File: src/rtl/loader_pkg.sv
// Shared definitions for the instruction-memory program loader: FSM state
// encoding, word geometry and the big-endian byte lane helper.
package loader_pkg;

    typedef enum logic [2:0] {
        LOAD_CNT,
        LOAD_DATA,
        WRITE,
        RUN,
        ERR
    } loader_state_e;

    localparam int BYTES_PER_WORD = 4;
    localparam int BYTE_CNT_W     = $clog2(BYTES_PER_WORD);

    // Bit position of the low end of byte lane idx; byte 0 is the MSB lane.
    function automatic logic [4:0] lane_lsb(input logic [BYTE_CNT_W-1:0] idx);
        return 5'd24 - {idx, 3'b000};
    endfunction

endpackage

File: src/rtl/word_assembler.sv
// Collects four stream bytes into one big-endian 32-bit word. The completed
// word and its valid pulse are presented in the same cycle as the fourth byte
// so the loader can register it straight into the imem port.
module word_assembler
    import loader_pkg::*;
(
    input  logic        clk_i,
    input  logic        rst_i,
    input  logic        clr_i,
    input  logic        byte_valid_i,
    input  logic [7:0]  byte_i,
    output logic [31:0] word_o,
    output logic        word_valid_o
);

    logic [BYTE_CNT_W-1:0] byte_cnt_q, byte_cnt_d;
    logic [31:0]           shift_q, shift_d;

    // Drop each accepted byte into its lane and advance the byte counter.
    always_comb begin
        shift_d    = shift_q;
        byte_cnt_d = byte_cnt_q;
        if (byte_valid_i) begin
            shift_d[lane_lsb(byte_cnt_q) +: 8] = byte_i;
            byte_cnt_d = byte_cnt_q + BYTE_CNT_W'(1);
        end
    end

    assign word_o       = shift_d;
    assign word_valid_o = byte_valid_i && (byte_cnt_q == BYTE_CNT_W'(BYTES_PER_WORD - 1));

    // Hold partial words indefinitely; reset or reload throws them away.
    always_ff @(posedge clk_i) begin
        if (rst_i || clr_i) begin
            byte_cnt_q <= '0;
            shift_q    <= '0;
        end else begin
            byte_cnt_q <= byte_cnt_d;
            shift_q    <= shift_d;
        end
    end

endmodule

File: src/rtl/imem_program_loader.sv
// Byte-stream program loader: reads a word count N, then N instruction words,
// writes them to imem[0..N-1] while holding the CPU in reset, then lets it run.
module imem_program_loader
    import loader_pkg::*;
#(
    parameter int          ADDR_W    = 10,
    parameter int unsigned MAX_WORDS = 1024
) (
    input  logic              clk_i,
    input  logic              rst_i,
    input  logic              in_valid_i,
    input  logic [7:0]        in_data_i,
    output logic              in_ready_o,
    input  logic              reload_i,
    output logic              imem_we_o,
    output logic [ADDR_W-1:0] imem_addr_o,
    output logic [31:0]       imem_wdata_o,
    output logic              cpu_hold_o,
    output logic              done_o,
    output logic              error_o
);

    loader_state_e     state_q;
    logic [ADDR_W:0]   word_cnt_q;
    logic [ADDR_W:0]   n_q;
    logic [ADDR_W:0]   word_cnt_inc;
    logic              in_ready_q;
    logic              imem_we_q;
    logic [ADDR_W-1:0] imem_addr_q;
    logic [31:0]       imem_wdata_q;
    logic              cpu_hold_q;
    logic              done_q;
    logic              error_q;

    logic              byte_fire;
    logic              reload_fire;
    logic [31:0]       word;
    logic              word_valid;

    assign byte_fire    = in_valid_i && in_ready_q;
    assign reload_fire  = reload_i && (state_q == RUN);
    assign word_cnt_inc = word_cnt_q + (ADDR_W + 1)'(1);

    word_assembler u_asm (
        .clk_i        (clk_i),
        .rst_i        (rst_i),
        .clr_i        (reload_fire),
        .byte_valid_i (byte_fire),
        .byte_i       (in_data_i),
        .word_o       (word),
        .word_valid_o (word_valid)
    );

    // Loader FSM; every output is registered so in_ready never depends on in_valid.
    always_ff @(posedge clk_i) begin
        if (rst_i) begin
            state_q      <= LOAD_CNT;
            word_cnt_q   <= '0;
            n_q          <= '0;
            in_ready_q   <= 1'b1;
            imem_we_q    <= 1'b0;
            imem_addr_q  <= '0;
            imem_wdata_q <= '0;
            cpu_hold_q   <= 1'b1;
            done_q       <= 1'b0;
            error_q      <= 1'b0;
        end else begin
            case (state_q)
                LOAD_CNT: begin
                    if (word_valid) begin
                        if (word == 32'd0 || word > 32'(MAX_WORDS)) begin
                            state_q    <= ERR;
                            error_q    <= 1'b1;
                            in_ready_q <= 1'b0;
                        end else begin
                            n_q        <= word[ADDR_W:0];
                            word_cnt_q <= '0;
                            state_q    <= LOAD_DATA;
                        end
                    end
                end
                LOAD_DATA: begin
                    if (word_valid) begin
                        state_q      <= WRITE;
                        imem_we_q    <= 1'b1;
                        imem_addr_q  <= word_cnt_q[ADDR_W-1:0];
                        imem_wdata_q <= word;
                        in_ready_q   <= 1'b0;
                    end
                end
                WRITE: begin
                    imem_we_q <= 1'b0;
                    if (word_cnt_inc == n_q) begin
                        state_q    <= RUN;
                        cpu_hold_q <= 1'b0;
                        done_q     <= 1'b1;
                    end else begin
                        word_cnt_q <= word_cnt_inc;
                        in_ready_q <= 1'b1;
                        state_q    <= LOAD_DATA;
                    end
                end
                RUN: begin
                    if (reload_i) begin
                        state_q    <= LOAD_CNT;
                        cpu_hold_q <= 1'b1;
                        done_q     <= 1'b0;
                        in_ready_q <= 1'b1;
                        word_cnt_q <= '0;
                        n_q        <= '0;
                    end
                end
                ERR: begin
                    error_q    <= 1'b1;
                    in_ready_q <= 1'b0;
                    cpu_hold_q <= 1'b1;
                end
                default: begin
                    state_q    <= ERR;
                    error_q    <= 1'b1;
                    in_ready_q <= 1'b0;
                    cpu_hold_q <= 1'b1;
                end
            endcase
        end
    end

    assign in_ready_o   = in_ready_q;
    assign imem_we_o    = imem_we_q;
    assign imem_addr_o  = imem_addr_q;
    assign imem_wdata_o = imem_wdata_q;
    assign cpu_hold_o   = cpu_hold_q;
    assign done_o       = done_q;
    assign error_o      = error_q;

endmodule

File: config.mk
export PLATFORM = sky130hd
export DESIGN_NAME = imem_program_loader
export DESIGN_NICKNAME = d
export VERILOG_FILES = /design/src/rtl/loader_pkg.sv /design/src/rtl/word_assembler.sv /design/src/rtl/imem_program_loader.sv
export SDC_FILE = /design/constraint.sdc
export NUM_CORES = 1
export LEC_CHECK = 0
export CAP_MARGIN = 30
export CORE_AREA = 2 2 80 112
export CTS_BUF_LIST = sky130_fd_sc_hd__clkbuf_8
export DETAILED_ROUTE_END_ITERATION = 16
export DIE_AREA = 0 0 82 114
export HOLD_SLACK_MARGIN = 0.12
export PLACE_DENSITY_LB_ADDON = 0.05
export SLEW_MARGIN = 20
export SYNTH_ARGS = -nofsm -noshare
export SYNTH_HDL_FRONTEND = slang
export SYNTH_SLANG_ARGS = --single-unit
File: constraint.sdc
create_clock -name clk_i -period 3.3 [get_ports clk_i]
set_input_delay 0.66 -clock clk_i [delete_from_list [all_inputs] [get_ports clk_i]]
set_output_delay 0.66 -clock clk_i [all_outputs]
set_load 0.03 [all_outputs]
==> reports/qor.yml <==
dieArea_sq_um: 9350
synth_cell_types: 60
antenna_found_initial: 0
min_from: "imem_addr_o[2]$_SDFFE_PP0P_"
tns_ns: 0
viasPerCell: 5.93
dpl.hpwl_um: 8560
critPathBufInv: 2
coreArea_sq_um: 8410
startpoint_type: "flip-flop"
synth.cell_area_sq_um: 4620
post_route_cells_drive_above_1_share_pct: 10.5
synthFlopType: "dfxtp_1"
crit_path_max_fanout: 11
rsz0062_at_grt: "no"
yosysWarnings: 0
post_drt_wl_per_cell_um: 16.8
synth.avg_cell_area_sq_um: 8.74
grt_use_met3_pct: 4.43
cp_cell_sequence: "inv_1, ha_1, and2_1, a32oi_1, or4_4, a2111oi_4, nor4_1, o21ai_1, buf_4, o22ai_1"
clk_latency_ns: 0.37
fin_nets: 615
final_cell_area_sq_um: 5660
dpl_cell_area_sq_um: 5440
place_ws_ns: -0.0699
cts_tree: "done"
setup_viol: 0
crit_start: "u_asm.byte_cnt_q[0]$_SDFFE_PP0P_"
slew_headroom_pct: 48.0
maxCapViolCount: 0
slew_violations: 0
grt_pass1_wl_um: 19000
crit_family: "simple AND/OR/NAND/NOR gates"
period_share_pct: 95.2
portBuffers: 58
synth_edf_count: 0
p_leak_nw: 1.94
drc: 0
grt-busiest-layer: "met2"
max_freq_mhz: 318
slowest_stage: "or4_4"
grt_max_degree: 50
cts_buffer_depth: 2
place_congestion: 0.869
drt-pass1-iter-count: 4
r2r-start: "u_asm.byte_cnt_q[0]$_SDFFE_PP0P_"
diodes: 0
die_w_um: 82
area_delta_synth_final_pct: 22.3
finalCriticalPeriod_ns: 3.14
vias: 4193
path_class: "flip-flop to flip-flop"
grt_use_met2_pct: 45.5
grt_pass1_vias: 3922
wl_um: 11900
cts_made_buffers: 9
num_rows: 40
cts-root-buf: "clkbuf_8"
synthArstFlopShare_pct: 0
cp_slowest_stage_delay_ns: 0.57
synthCells: 529
clock-sinks: 106
die_y_um: 114
setup_slack_ns: 0.160
ant_nets: 0
start_util_pct: 55.0
grt-ovfl-total: 0
worst_pin_slew_ns: 0.780
met1_usage_pct: 31.0
hold_viol: 0
clk_pin_slew_ns: 0.10
worstSetupEndpointType: "flip-flop"
track_usage_pct: 26.5
required_ns: 3.56
syn-num-nets: 547
min_path_type: "flip-flop to flip-flop"
power_density_nw_per_um2: 444
clock_skew_ns: 0.00854
ys_ff_latch: 106
vdd_drop_max_mv: 0.367
cts_max_level: 3
drtIter0Drc: 318
yosysSeqAreaShare_pct: 45.9
cp_data_arrival_time_ns: 3.40
run_status: "finished clean"
io_pins: 59
path summary, 6_finish.rpt:
kind                                 endpoint  slack [ns]  depth (start not counted)
setup / recovery   word_cnt_q[1]$_SDFFE_PP0P_        0.16                         10
hold / removal    imem_addr_o[2]$_SDFFE_PP0P_        0.46                          2
setup reg to reg   word_cnt_q[1]$_SDFFE_PP0P_        0.16                         10
hold reg to reg   imem_addr_o[2]$_SDFFE_PP0P_        0.46                          2
metal layers:
metal / part of all wire, % / vias up
met4: 3.4 / 0
met3: 4.2 / 27
met2: 52 / 122
met5: 0 / -
li1: - / 2053
met1: 40 / 1991
placed cells by master, fill, tap and decap left out, drive strengths merged, types with 2 or more instances in the layout:
cell and count:
a211oi 35, nand2b 3, o31ai 3, a21boi 4
clkinv 3, and2 3, nor4 13, and4 2
clkdlybuf4s50 57, o21ai 27, a21o 4, o22ai 5
or4 3, nor2 83, inv 18, buf 31
nor2b 2, ha 6, a31oi 2, a21oi 18
nand4 3, or3 5, o21bai 2, nand2 45
nand3 17, xor2 5, xnor2 11, o2111ai 2
clkbuf 10, nor3 3, a22oi 29, and3 6
nand3b 13, a32oi 3, dfxtp 106, mux2i 2
Yosys cell counts (2+ instances only):
| library cell | instances | area share, % |
|---|---|---|
| nand3_1 | 14 | 1.5 |
| o21ai_0 | 10 | 1.1 |
| a22oi_1 | 29 | 4.7 |
| o2111ai_1 | 2 | 0.38 |
| nor4_1 | 12 | 1.6 |
| a21oi_1 | 18 | 1.9 |
| buf_2 | 9 | 0.97 |
| nand4_1 | 3 | 0.41 |
| inv_1 | 16 | 1.3 |
| dfxtp_1 | 106 | 46 |
| a211oi_1 | 35 | 5.7 |
| xor2_1 | 5 | 0.95 |
| o22ai_1 | 5 | 0.68 |
| xnor2_1 | 11 | 2.1 |
| or3_1 | 4 | 0.54 |
| or4_4 | 3 | 0.73 |
| o31ai_1 | 3 | 0.49 |
| ha_1 | 6 | 1.6 |
| nor2_1 | 83 | 6.7 |
| a21o_1 | 4 | 0.65 |
| nand2_1 | 45 | 3.7 |
| nand3b_1 | 13 | 2.1 |
| buf_1 | 2 | 0.16 |
| clkbuf_1 | 19 | 1.5 |
| mux2i_1 | 2 | 0.43 |
| a32oi_1 | 3 | 0.57 |
| and3_1 | 5 | 0.68 |
| a31oi_1 | 2 | 0.27 |
| o21bai_1 | 2 | 0.32 |
| nor3_1 | 3 | 0.32 |
| nor2b_1 | 2 | 0.27 |
| a21boi_0 | 4 | 0.65 |
| and2_1 | 3 | 0.41 |
| o21ai_1 | 17 | 1.8 |
| nand3_2 | 2 | 0.43 |
| nand2b_1 | 3 | 0.41 |
worst min-delay path: stages (launching register included):
cell and delay (ns):
dfxtp_1 0.32, nand2_1 0.05, a21oi_1 0.05
what timing repair did:
item / CTS / global route
hold buffers: 0 / 0
buffers inserted: 0 / 0
setup endpoints to repair: 0 / 6
resized for setup: 0 / 1
logic make-up (layout without fill, tap and decap cells):
logic type | Yosys count | in the layout | share of synthesized area (%)
xor gates and xnor gates | 17 | 17 | 3.52
buffers and inverters | 49 | 121 | 4.46
DFF | 106 | 106 | 45.9
and+or+nand+nor | 202 | 203 | 21.8
AOI/OAI and AO/OA | 147 | 147 | 22.3
muxes | 2 | 2 | 0.433
adders and majority gates | 6 | 6 | 1.62
flip-flops by register name, indices dropped and copies added (netlist names):
signal / count
u_asm.byte_cnt_q: 2
in_ready_o: 1
imem_addr_o: 10
imem_wdata_o: 32
n_q: 11
u_asm.shift_q: 32
done_o: 1
error_o: 1
imem_we_o: 1
cpu_hold_o: 1
word_cnt_q: 11
state_q: 3
per-stage QoR:
stage | util (%) | power, mW | std cells | hold WS, ns
5_1_grt | 67.3 | 2.61 | 707 | 0.485
4_1_cts | 67.2 | 2.52 | 706 | 0.464
6_report | 67.3 | 2.51 | 707 | 0.463
3_3_place_gp | 64.7 | 1.70 | 690 | 0.440
3_5_place_dp | 64.7 | 1.71 | 690 | 0.449
2_1_floorplan | - | 1.58 | 529 | 0.440
power breakdown:
| part | internal, mW | switching [mW] |
|---|---|---|
| Sequential | 1.31 | 0.0429 |
| Combinational | 0.138 | 0.199 |
| Clock | 0.373 | 0.450 |
| Total | 1.82 | 0.692 |
layout make-up:
class / instances / area [sq um]
Clock buffer: 10 / 138
Clock inverter: 6 / 65.1
Fill cell: 725 / 2750
Inverter: 17 / 63.8
Multi-Input combinational cell: 375 / 2310
Sequential cell: 106 / 2120
Tap cell: 105 / 131
Timing Repair Buffer: 88 / 826
Power figures use the tool's default switching activity.
